<file path="src/rtl/ksa_seq_adder_ctrl.sv">
// ksa_seq_adder_ctrl -- multi-cycle wide adder built around one 4-bit
// Kogge-Stone adder (KSA_4bit), processed one nibble at a time.
//
// KSA_4bit has no carry input. Each nibble therefore takes two passes:
//   ADD : a_nibble + b_nibble          -> partial p, carry c1
//   FIX : p + {3'b000, carry}          -> final nibble, carry = c1 | s[4]
// c1 and the FIX carry can never both be set: if a+b overflowed, p <= 14,
// so adding at most 1 cannot overflow again.
//
// Optional build macro: KSA_SEQ_CARRY_SKIP_EN
//   When defined, a nibble entered with carry==0 completes in its ADD pass
//   and the FIX pass is skipped. Latency becomes
//   NIBBLES + (number of nibbles entered with carry=1).
//   When undefined, latency is fixed at 2*NIBBLES cycles.
//
// Parameters:
//   NIBBLES   number of 4-bit slices (1..8), W = 4*NIBBLES
// Ports:
//   clk        rising-edge clock
//   rst_n      asynchronous active-low reset
//   in_valid   operands present          in_ready  operands accepted (IDLE)
//   op_a/op_b  W-bit operands            cin       carry seed for nibble 0
//   out_valid  result present (DONE)     out_ready consumer accepts result
//   sum        registered W-bit sum      cout      registered carry-out
//   busy       high while in ADD or FIX

module KSA_4bit (
   input  logic [3:0] a,
   input  logic [3:0] b,
   output logic [4:0] s
);
   logic [3:0] g0;
   logic [3:0] p0;
   logic [3:0] g1;
   logic [3:2] p1;
   logic [3:0] g2;

   // Two prefix levels (span 1, span 2) cover all 4 bits.
   generate
      for (genvar gi = 0; gi < 4; gi++) begin : g_bit
         assign g0[gi] = a[gi] & b[gi];
         assign p0[gi] = a[gi] ^ b[gi];

         if (gi == 0) begin : g_l1_first
            assign g1[gi] = g0[gi];
         end else begin : g_l1
            assign g1[gi] = g0[gi] | (p0[gi] & g0[gi-1]);
         end

         if (gi < 2) begin : g_l2_pass
            assign g2[gi] = g1[gi];
         end else begin : g_l2
            assign p1[gi] = p0[gi] & p0[gi-1];
            assign g2[gi] = g1[gi] | (p1[gi] & g1[gi-2]);
         end

         if (gi == 0) begin : g_sum_first
            assign s[gi] = p0[gi];
         end else begin : g_sum
            assign s[gi] = p0[gi] ^ g2[gi-1];
         end
      end
   endgenerate

   assign s[4] = g2[3];
endmodule

module ksa_seq_adder_ctrl #(
   parameter int NIBBLES = 4
) (
   input  logic                 clk,
   input  logic                 rst_n,
   input  logic                 in_valid,
   output logic                 in_ready,
   input  logic [4*NIBBLES-1:0] op_a,
   input  logic [4*NIBBLES-1:0] op_b,
   input  logic                 cin,
   output logic                 out_valid,
   input  logic                 out_ready,
   output logic [4*NIBBLES-1:0] sum,
   output logic                 cout,
   output logic                 busy
);
   localparam int W     = 4 * NIBBLES;
   localparam int IDX_W = (NIBBLES > 1) ? $clog2(NIBBLES) : 1;
   localparam logic [IDX_W-1:0] LAST_IDX = IDX_W'(NIBBLES - 1);

   typedef enum logic [1:0] {
      S_IDLE = 2'd0,
      S_ADD  = 2'd1,
      S_FIX  = 2'd2,
      S_DONE = 2'd3
   } state_t;

   state_t           state_reg, state_next;
   logic [IDX_W-1:0] idx_reg, idx_next;
   logic             carry_reg, carry_next;
   logic [W-1:0]     a_reg, a_next;
   logic [W-1:0]     b_reg, b_next;
   logic [3:0]       p_reg, p_next;
   logic             c1_reg, c1_next;
   logic [W-1:0]     sum_reg, sum_next;
   logic             cout_reg, cout_next;

   logic             fix_sel;
   logic             nib_wr;
   logic [3:0]       adder_a;
   logic [3:0]       adder_b;
   logic [4:0]       adder_s;
   logic [3:0]       a_nib [NIBBLES];
   logic [3:0]       b_nib [NIBBLES];

   generate
      for (genvar gi = 0; gi < NIBBLES; gi++) begin : g_nib
         assign a_nib[gi] = a_reg[gi*4 +: 4];
         assign b_nib[gi] = b_reg[gi*4 +: 4];
      end
   endgenerate

   // Adder input mux: operand nibbles in ADD, partial + carry in FIX.
   assign fix_sel = (state_reg == S_FIX);
   assign adder_a = fix_sel ? p_reg : a_nib[idx_reg];
   assign adder_b = fix_sel ? {3'b000, carry_reg} : b_nib[idx_reg];

   KSA_4bit u_ksa (
      .a (adder_a),
      .b (adder_b),
      .s (adder_s)
   );

   always_ff @(posedge clk or negedge rst_n) begin
      if (!rst_n) begin
         state_reg <= S_IDLE;
         idx_reg   <= '0;
         carry_reg <= 1'b0;
         a_reg     <= '0;
         b_reg     <= '0;
         p_reg     <= '0;
         c1_reg    <= 1'b0;
         sum_reg   <= '0;
         cout_reg  <= 1'b0;
      end else begin
         state_reg <= state_next;
         idx_reg   <= idx_next;
         carry_reg <= carry_next;
         a_reg     <= a_next;
         b_reg     <= b_next;
         p_reg     <= p_next;
         c1_reg    <= c1_next;
         sum_reg   <= sum_next;
         cout_reg  <= cout_next;
      end
   end

   always_comb begin
      state_next = state_reg;
      idx_next   = idx_reg;
      carry_next = carry_reg;
      a_next     = a_reg;
      b_next     = b_reg;
      p_next     = p_reg;
      c1_next    = c1_reg;
      sum_next   = sum_reg;
      cout_next  = cout_reg;
      nib_wr     = 1'b0;

      case (state_reg)
         S_IDLE: begin
            if (in_valid) begin
               a_next     = op_a;
               b_next     = op_b;
               carry_next = cin;
               idx_next   = '0;
               sum_next   = '0;
               state_next = S_ADD;
            end
         end
         S_ADD: begin
`ifdef KSA_SEQ_CARRY_SKIP_EN
            if (!carry_reg) begin
               // Nothing to fold in: the ADD result is already final.
               nib_wr     = 1'b1;
               carry_next = adder_s[4];
               if (idx_reg == LAST_IDX) begin
                  cout_next  = adder_s[4];
                  state_next = S_DONE;
               end else begin
                  idx_next   = idx_reg + IDX_W'(1);
                  state_next = S_ADD;
               end
            end else begin
               p_next     = adder_s[3:0];
               c1_next    = adder_s[4];
               state_next = S_FIX;
            end
`else
            p_next     = adder_s[3:0];
            c1_next    = adder_s[4];
            state_next = S_FIX;
`endif
         end
         S_FIX: begin
            nib_wr     = 1'b1;
            carry_next = c1_reg | adder_s[4];
            if (idx_reg == LAST_IDX) begin
               cout_next  = c1_reg | adder_s[4];
               state_next = S_DONE;
            end else begin
               idx_next   = idx_reg + IDX_W'(1);
               state_next = S_ADD;
            end
         end
         S_DONE: begin
            if (out_ready) begin
               state_next = S_IDLE;
            end
         end
         default: state_next = S_IDLE;
      endcase

      for (int i = 0; i < NIBBLES; i++) begin
         if (nib_wr && (idx_reg == IDX_W'(i))) begin
            sum_next[i*4 +: 4] = adder_s[3:0];
         end
      end
   end

   // rst_n gates in_ready so the upstream never sees a handshake during reset.
   assign in_ready  = rst_n && (state_reg == S_IDLE);
   assign out_valid = (state_reg == S_DONE);
   assign busy      = (state_reg == S_ADD) || (state_reg == S_FIX);
   assign sum       = sum_reg;
   assign cout      = cout_reg;
endmodule

</file>
<file path="config.mk">
export PLATFORM = sky130hd
export DESIGN_NAME = ksa_seq_adder_ctrl
export DESIGN_NICKNAME = d
export VERILOG_FILES = /design/src/rtl/ksa_seq_adder_ctrl.sv
export SDC_FILE = /design/constraint.sdc
export NUM_CORES = 1
export LEC_CHECK = 0
export ABC_AREA = 1
export BUFFER_PORTS_ARGS = -buffer_cell sky130_fd_sc_hd__buf_2
export CORE_MARGIN = 2
export CORE_UTILIZATION = 55
export DETAILED_ROUTE_END_ITERATION = 8
export PLACE_DENSITY = 0.79
export SYNTH_ARGS = -nofsm -noshare
export SYNTH_HDL_FRONTEND = slang
export SYNTH_SLANG_ARGS = --single-unit
</file>
<file path="constraint.sdc">
create_clock -name clk -period 4.3 [get_ports clk]
set_clock_uncertainty 0.15 [all_clocks]
set_input_delay 0.215 -clock clk [delete_from_list [all_inputs] [get_ports clk]]
set_output_delay 0.215 -clock clk [all_outputs]
set_load 0.005 [all_outputs]
</file>
-- Word level (Yosys, flattened, before mapping)
Index checks and enable logic that the tools add are counted.
- add/subtract/negate cells: 1
- bitwise logic cells: 25
- equality and inequality tests: 9
- muxes and demuxes: 24
- $lt $le $gt $ge: 1
- reductions and logical operators: 26
- operator list (cell ; count):
    $mux 4 ; 10
    $mux 16 ; 2
    $reduce_bool 2->1 ; 9
    $bmux 4 s2 ; 2
    $reduce_and 2->1 ; 8
    $and 1x1->1 ; 11
    $mux 2 ; 5
    $eq 2x2->1 const B ; 4
    $pmux 2 s4 ; 1
    $xor 1x1->1 ; 7
    $or 1x1->1 ; 6
    $logic_and 1x1->1 ; 5
    $eq 2x1->1 const B ; 2
    $logic_not 2->1 ; 2
    $ne 2x2->1 const B ; 2
    $pmux 2 s2 ; 1
    $ge 3x3->1 const B ; 1
    $not 2->3 ; 1
    $reduce_and 3->1 ; 1
    $add 2x1->2 const B ; 1
    $mux 1 ; 2
    $ne 2x1->1 const B ; 1
    $pmux 1 s2 ; 1
    $logic_or 1x1->1 ; 1
- logic and storage cells: 98
- output and inout bits: 20
- flip-flop bits (word level): 59
- input bits: 37

-- Longest topological paths before layout
Gate-level depths: netlist (run 1).
- depth after elaboration: 12
- mapped depth: 16
- gate-level depth less buffers: 14

-- Hierarchy
Synthesis (run 1) repeated with hierarchy kept, for this count alone.
- cell total of the unflattened synthesis: 365
- area, all modules: 2976.6 µm²
- by module, submodules not included (module ; seq. area each (µm²) ; area an instance (µm²) ; instances ; cells each):
    ksa_seq_adder_ctrl ; 1476.4 ; 2850.2 ; 1 ; 349
    KSA_4bit ; 0.0 ; 126.4 ; 1 ; 16

-- Worst setup path after synthesis (run 1)
No wires, ideal clock.
- path type: reg-to-reg
- from: reg state_reg[0]
- to: reg p_reg[2]
- library setup time: 131 ps
- path slack: 1947 ps
- stages on the path, launching flop included: 11
- buffers on the path: 1
- data required time: 4019 ps
- data arrival time: 2071 ps
- period minus slack after synthesis: 2353 ps
- path through: dfrtp_1 -> inv_1 -> ha_1 -> buf_6 -> inv_2 -> nand2_1 -> o21ai_0 -> ha_1 -> fa_1 -> xnor2_1 -> o21ai_0
- word-level cells in the longest chain between the ends: 6
- elaborated cells between the ends (all ways): 11
- classes of those cells: 2 x eq/ne; 2 x mux; 7 x bitwise
- RTL lines (what ; RTL line ; RTL):
    start, declared ; 95 ; state_t state_reg, state_next;
    start signal, assigned ; 143 ; state_reg <= state_next;
    $eq 2x2->1 ; 121 ; assign fix_sel = (state_reg == S_FIX);
    $mux 4 (on tied branches) ; 122, 123 ;
    $xor 1x1->1 or $and 1x1->1 (tied branches) ; 42, 41 ;
    $and 1x1->1 ; 47 ; assign g1[gi] = g0[gi] | (p0[gi] & g0[gi-1]);
    $or 1x1->1 ; 47 ;
    $xor 1x1->1 ; 60 ; assign s[gi] = p0[gi] ^ g2[gi-1];
    end signal, assigned ; 148 ; p_reg <= p_next;
    end, declared ; 100 ; logic [3:0] p_reg, p_next;
Several ways; a longest one is shown, not always the timed one.
A chain may end at the register's enable or synchronous reset.

-- Worst setup path in the final report (run 1)
- from: reg state_reg[0]
- to: reg sum_reg[10] (netlist: sum[10])
- word-level cells in the longest chain between the ends: 7
- elaborated cells between the ends (all ways): 17
- classes of those cells: 1 x eq/ne; 4 x mux; 7 x bitwise; 5 x reduce/logical
- RTL lines (what ; RTL line ; RTL):
    $eq 2x2->1 ; 121, 167 ;
    $mux 4 (on tied branches) ; 122, 123 ;
    $xor 1x1->1 or $and 1x1->1 (tied branches) ; 42, 41 ;
    $and 1x1->1 ; 47 ;
    $or 1x1->1 ; 47 ;
    $xor 1x1->1 ; 60 ;
    $mux 4 ; 222 ; if (nib_wr && (idx_reg == IDX_W'(i))) begin
    end signal, assigned ; 150 ; sum_reg <= sum_next;
    end, declared ; 102 ; logic [W-1:0] sum_reg, sum_next;
Several ways; a longest one is shown, not always the timed one.

==> parameters.txt, run 1 <==
Parameter                              Value

Finish
  Filler cell count    389
  Synth-to-Final Area Change    27.32%
  Share of layout cells above drive strength 1    0.1706
  Number of diodes added for antenna fixing    0
  Final net count    508

Clock network
  Clk slew on worst S/H paths    roughly 0.07 ns
  Clock buffer depth    2
  Clock buffers created by TritonCTS    9
  Max H-tree Level    3
  Root buf cell    clkbuf_8
  Sinks on the clock net    a little under 60
  Insertion delay to the later sink of the worst-skew pair    around 0.33 ns
  Clock tree from TritonCTS    done

Die
  Core area    0.005107 mm²
  Boundary pin count    57
  Overall die area    between 0.005 and 0.006 mm²
  Starting density of the core    0.5720
  Die height    76.88 µm
  Chip width    76.88 µm
  Core Rows    26

Setup path
  Reg2Reg Launch Point    state_reg[0]$_DFFE_PN0P_
  Number of buffer and inverter instances along the worst setup path    2
  Type of destination of the critical path    register
  Critical path peak fanout    16
  Max stage delay on crit path    around 0.55 ns
  Critical path arrival    2.88 ns
  Slowest cell on the critical path    ha_1
  Largest delay contributor family on the critical path    adder cells
  Worst Reg2Reg Path Length in Cells    9
  Worst Setup Start Kind    register
  Critical path required time    4.35 ns
  FF-to-FF End    sum[10]$_DFFE_PN0P_
  Crit Path Class    register to register
  CP cell instances    inv_1, ha_1, inv_2, nand2_1, o21ai_0, ha_1, fa_1, xnor2_1, o21ai_0
  R2R setup slack    1.47 ns

GRT
  Overflow left after global routing    0
  Global-route wire length before repair    11250 µm
  Antenna violations before repair    0
  Gr usage total    0.2410
  Maximum number of pins on one net before global-route repair    60
  Vias in the first global route    about 2500

Route
  Iteration-0 DRC Markers    140
  Number of nets with antenna violations after routing    0
  Detailed-route via count    2589
  Vias per cell    4.857
  First-pass detailed-route iteration total    4
  Final wirelength    6385 µm
  Post-detailed-route DRC marker count    0
  Average routed wire per standard cell    11.98 µm

Logic synthesis
  Post-synth top area cell    dfrtp_1
  Portion of synthesized cell area occupied by the leading cell type    0.5054
  Fraction of synthesized cell area in xor and xnor cells    0.002998
  Average size of a mapped cell    7.939 µm²
  Main area contributors after synthesis    dfrtp_1 (51%), nand2_1 (18%), o21ai_0 (7.9%), inv_1 (5.4%), ha_1 (5.1%)
  Mux contribution to synthesized area    0
  Synth cell types    23
  Synthesis-stage register bit count    59
  Post-Syn Instances    368
  Share of synthesized cell area in full adder, half adder and majority cells    0.05824
  Count of synthesis-stage warnings from yosys    0
  Combinational family with the most area after synthesis    simple AND/OR/NAND/NOR gates
  Cell Area, Synth    0.002922 mm²
  Fraction of the mapped netlist area in compound gates    0.09465
  Net count of the mapped netlist    418
  Simple-gate area share of the yosys netlist    0.2514
  Sequential fraction of the synthesis area    0.5054

Pwr
  Leakage Power    2.056 nW
  Worst VDD drop    0.0003875 V
  Power density over the cells    slightly above 700 mW/mm²

Min path
  Hold_sp    cin
  Capture endpoint of the worst hold path    carry_reg$_DFFE_PN0P_
  Hold Path Cell Cnt    5
  Worst hold path type    primary input to register

STA
  Pins over their slew limit    0
  Min Tclk post-route    approximately 2.8 ns
  Unrepaired setup endpoints after global routing    no
  Min Hold Slack    0.06222 ns
  Final-layout setup total negative slack    0 ns
  Rel. slew slack    0.5197
  Max frequency    353.6 MHz
  Total of endpoints with negative setup slack in the final report    0
  Tcrit/Tclk final    0.6576
  Slew at the pin with the worst max-slew slack    roughly 0.7 ns
  Number of failing hold endpoints at the final stage    0

Placed design
  Quantity of I/O buffers inserted on ports    between 50 and 60
  Global placer's final weighted congestion    0.8996
  HPWL after detailed placement    4126 µm

Job
  Max-cap check violation count    0

Status
  Status    finished clean
how the worst max path moves through the flow:
stage | to | cells after the start | startpoint
after floorplan | p_reg[2]$_DFFE_PN0N_ | 10 | state_reg[0]$_DFFE_PN0P_
after detailed placement | sum[10]$_DFFE_PN0P_ | 9 | state_reg[0]$_DFFE_PN0P_
after CTS | sum[10]$_DFFE_PN0P_ | 9 | state_reg[0]$_DFFE_PN0P_
after global routing | sum[10]$_DFFE_PN0P_ | 9 | state_reg[0]$_DFFE_PN0P_
final | sum[10]$_DFFE_PN0P_ | 9 | state_reg[0]$_DFFE_PN0P_
after global placement | sum[10]$_DFFE_PN0P_ | 9 | state_reg[0]$_DFFE_PN0P_
worst register-to-register path: stages (launching register included):
cell and delay [ns]:
dfrtp_1 0.41, inv_1 0.12, ha_1 0.55, inv_2 0.14, nand2_1 0.10, o21ai_0 0.09, ha_1 0.24, fa_1 0.41
xnor2_1 0.35, o21ai_0 0.15
placed cells by master (no fill, tap or decap), types with 2 or more instances in the layout:
cell type	netlist	routed
clkbuf_1	1	3
nand2_1	142	142
dlygate4sd3_1	0	33
o21ai_1	3	3
buf_2	4	56
nor2_1	17	17
clkbuf_8	0	11
nand3_1	19	19
dfrtp_1	59	59
a21oi_1	5	5
inv_1	42	42
inv_2	3	3
ha_1	12	12
o21ai_0	46	46
clkinv_2	0	2
cell families (layout without fill, tap and decap cells):
family / Yosys count / count (layout)
and+or+nand+nor: 183 / 183
DFF: 59 / 59
xor gates and xnor gates: 1 / 1
buffers and inverters: 57 / 152
adders and majority gates: 13 / 13
AOI/OAI and AO/OA: 55 / 55
final cells by class:
type / instances / area (µm²) / area share
Clock inverter: 2 / 10.01 / 0.002691
Tap cell: 70 / 87.58 / 0.02355
Sequential cell: 59 / 1476 / 0.3969
Inverter: 46 / 175.2 / 0.04709
Clock buffer: 14 / 162.7 / 0.04373
Timing Repair Buffer: 90 / 618.1 / 0.1662
Multi-Input combinational cell: 252 / 1190 / 0.3199
Yosys cell counts:
cell,count
nand2_1,142
dfrtp_1,59
o21ai_0,46
inv_1,42
nand3_1,19
nor2_1,17
ha_1,12
a21oi_1,5
buf_2,4
buf_4,3
buf_6,3
inv_2,3
o21ai_1,3
a31oi_1,1
clkbuf_1,1
fa_1,1
inv_4,1
nand2_2,1
nand2_4,1
nand3_2,1
or2_2,1
or2_4,1
xnor2_1,1
metrics by stage:
step | cell area, µm² | setup WS (ns) | power, mW | instances | util
detailed placement | 3217 | 1.492 | 2.196 | 484 | 0.6298
finish | 3720 | 1.472 | 2.664 | 533 | 0.7283
floorplan | 2922 | 1.947 | 1.868 | 368 | -
CTS | 3720 | 1.463 | 2.664 | 533 | 0.7283
global route | 3720 | 1.181 | 2.947 | 533 | 0.7283
global placement | 3217 | 1.646 | 2.140 | 484 | 0.6298
power breakdown:
part	internal, mW	switching (mW)
combinational	0.471	0.840
clock	0.239	0.205
sequential	0.787	0.123
metal layers:
metal / track usage / wire, µm / up-vias
met5: 0 / 0 / -
met4: 0.09636 / 76 / 0
met3: 0.04588 / 308 / 9
li1: - / - / 1323
met1: 0.3111 / 2846 / 1186
met2: 0.4009 / 3154 / 71
repair_timing:
action                    CTS  global route
resized for setup           0             0
setup buffers               0             0
hold endpoints to repair   91             0
hold buffers               33             0
Note: power is estimated with default switching activity, not from simulation.
==> inputs of run 2 (changes only) <==
- clock period: 4.3 -> 2.79 ns (I/O delays scaled with it)
==> run 2 against run 1 <==
Core utilization up 0.64 points. Clock power up 56%. Final cell count up 0.75%. Register-to-register slack worse by 1.1 ns. Combinational power up 55%. Power up 55%. Count of clock-buffer cells in the layout unchanged. Die area unchanged. Sequential power up 54%. Sequential share of layout area down 0.34 points. Critical endpoint unchanged.
==> parameters.txt, run 2 (synthesized netlist as in run 1, its figures left out) <==
Parameter                              Value

Status
  Status    finished clean

STA
  Tcrit/Tclk final    0.8844 (+0.2268)
  Min Tclk post-route    2.467 ns (-0.3603 ns)
  Final-layout setup total negative slack    0 ns (unchanged)
  Max frequency    405.3 MHz (+15%)
  Pins over their slew limit    0 (unchanged)
  Slew at the pin with the worst max-slew slack    0.7081 ns (-0.01230 ns)
  Rel. slew slack    0.5272 (+0.007512)
  Min Hold Slack    0.005624 ns (-0.05659 ns)
  Unrepaired setup endpoints after global routing    no
  Total of endpoints with negative setup slack in the final report    0 (unchanged)
  Number of failing hold endpoints at the final stage    0 (unchanged)

Clock network
  Hold buffer count at cts    34 (+3.0%)
  Clk slew on worst S/H paths    0.06 ns (about the same)
  Clock buffer depth    2 (unchanged)
  Clock buffers created by TritonCTS    9 (unchanged)
  Post-CTS Setup Inserts    0 (unchanged)
  Clock tree from TritonCTS    done
  Sinks on the clock net    59 (unchanged)
  Insertion delay to the later sink of the worst-skew pair    0.35 ns (+0.02 ns)
  Max H-tree Level    3 (unchanged)
  Post-CTS sizing    0 (unchanged)
  Root buf cell    clkbuf_8

Finish
  Most used cells in the layout excluding fill and tap cells    nand2_1 (142), dfrtp_1 (59), buf_2 (56), o21ai_0 (46), inv_1 (42)
  Area occupied by multi-input gates    0.001190 mm² (unchanged)
  Final net count    512 (+0.79%)
  Non-filler cells in the finished layout    537 (+0.75%)
  Number of diodes added for antenna fixing    0 (unchanged)
  Commonest non-fill, non-tap cell in the layout    nand2_1
  Share of layout cells above drive strength 1    0.1756 (+0.004963)
  Filler cell count    415 (+6.7%)
  Synth-to-Final Area Change    28.44%
  Total area of sequential cells    0.001476 mm² (unchanged)

Setup path
  R2R setup slack    0.32 ns (-1.15 ns)
  FF-to-FF End    sum[10]$_DFFE_PN0P_
  CP cell instances    inv_4, nand2_1, nand3_1, nand2_1, nand2_1, o21ai_0, ha_1, fa_1, xnor2_1, o21ai_0
  Worst Setup Start Kind    register
  Worst path most repeated cell    nand2_1
  Critical path peak fanout    19 (+3)
  Critical path arrival    2.53 ns (-0.35 ns)
  Critical path required time    2.86 ns (-1.49 ns)
  Reg2Reg Launch Point    idx_reg[0]$_DFFE_PN0P_
  Slowest cell on the critical path    dfrtp_1
  Type of destination of the critical path    register
  Crit Path Class    register to register
  Max stage delay on crit path    0.52 ns (-0.03 ns)
  Worst Reg2Reg Path Length in Cells    10 (+1)

GRT
  Vias in the first global route    2496 (-1.1%)
  Gr usage total    0.2492 (+0.008277)
  Global-route wire length before repair    11630 µm (+3.3%)
  Maximum number of pins on one net before global-route repair    53 (-12%)
  Overflow left after global routing    0 (unchanged)
  Antenna violations before repair    0 (unchanged)

Route
  Post-detailed-route DRC marker count    0 (unchanged)
  Detailed-route via count    2609 (+0.77%)
  Iteration-0 DRC Markers    153 (+9.3%)
  Vias per cell    4.858 (about the same)
  First-pass detailed-route iteration total    4 (unchanged)
  Number of nets with antenna violations after routing    0 (unchanged)
  Average routed wire per standard cell    12.24 µm (+2.2%)
  Final wirelength    6575 µm (+3.0%)

Die
  Core Rows    26 (unchanged)
  Die height    76.88 µm (unchanged)
  Core area    0.005107 mm² (unchanged)
  Boundary pin count    57 (unchanged)
  Chip width    76.88 µm (unchanged)
  Starting density of the core    0.5720 (unchanged)
  Overall die area    0.005911 mm² (unchanged)

Job
  Max-cap check violation count    0 (unchanged)

Min path
  Worst hold path type    primary input to async pin

Placed design
  HPWL after detailed placement    4375 µm (+6.0%)
  Global placer's final weighted congestion    0.8847 (-1.7%)
  Quantity of I/O buffers inserted on ports    56 (unchanged)
  Total placed cells including tap cells    487 (+0.62%)

Pwr
  Power density over the cells    1099 mW/mm² (+53%)
  Worst VDD drop    0.0006825 V (+76%)
  Leakage Power    2.075 nW (+0.95%)
run 2: cell types whose count changed in the layout (fill, tap and decap cells not counted), sizes merged:
cell         previous run  this run
dlygate4sd3            33        34
buf                    57        60
run 2: worst max path at each step:
stage / start / to / slack, ns / cells past startpoint
after floorplan: state_reg[0]$_DFFE_PN0P_ / p_reg[2]$_DFFE_PN0N_ / 0.44 / 10
after global placement: idx_reg[0]$_DFFE_PN0P_ / sum[10]$_DFFE_PN0P_ / 0.41 / 10
after detailed placement: idx_reg[0]$_DFFE_PN0P_ / sum[10]$_DFFE_PN0P_ / 0.34 / 10
after CTS: idx_reg[0]$_DFFE_PN0P_ / sum[10]$_DFFE_PN0P_ / 0.33 / 10
after global routing: idx_reg[0]$_DFFE_PN0P_ / sum[10]$_DFFE_PN0P_ / 0.03 / 10
final: idx_reg[0]$_DFFE_PN0P_ / sum[10]$_DFFE_PN0P_ / 0.32 / 10
run 2: worst max-delay path, delay by kind of cell, from the launching register on:
family	cells	cell delay [ns]
compound gates	2	0.22
xor+xnor	1	0.33
buf+inv	1	0.23
flops	1	0.52
simple gates	4	0.25
fa+ha+maj	2	0.64
run 2: final cells by class:
type                            count  area share
Clock inverter                      2    0.002668
Multi-Input combinational cell    252      0.3171
Timing Repair Buffer               94      0.1734
Clock buffer                       14     0.04335
Inverter                           46     0.04668
Sequential cell                    59      0.3935
Tap cell                           70     0.02334
run 2: routing by layer:
| metal | GRT usage | wire, µm | vias up |
|---|---|---|---|
| met1 | 0.3276 | 3016 | 1199 |
| li1 | - | - | 1329 |
| met4 | 0.1073 | 154 | 0 |
| met3 | 0.04824 | 281 | 16 |
| met5 | 0 | 0 | - |
| met2 | 0.4044 | 3122 | 65 |
run 2: report_power, final:
| part | switching (mW) | total (mW) | internal (mW) |
|---|---|---|---|
| combinational | 1.29 | 2.03 | 0.746 |
| clock | 0.324 | 0.692 | 0.369 |
| sequential | 0.186 | 1.40 | 1.21 |
| total | 1.80 | 4.12 | 2.33 |
run 2: through the flow:
stage	total power, mW	setup WS, ns	utilization	area [µm²]
floorplan	2.879	0.4374	-	2922
global placement	3.333	0.4128	0.6342	3239
detailed placement	3.401	0.3357	0.6342	3239
CTS	4.139	0.3261	0.7347	3752
global route	4.557	0.02662	0.7347	3752
finish	4.125	0.3226	0.7347	3752
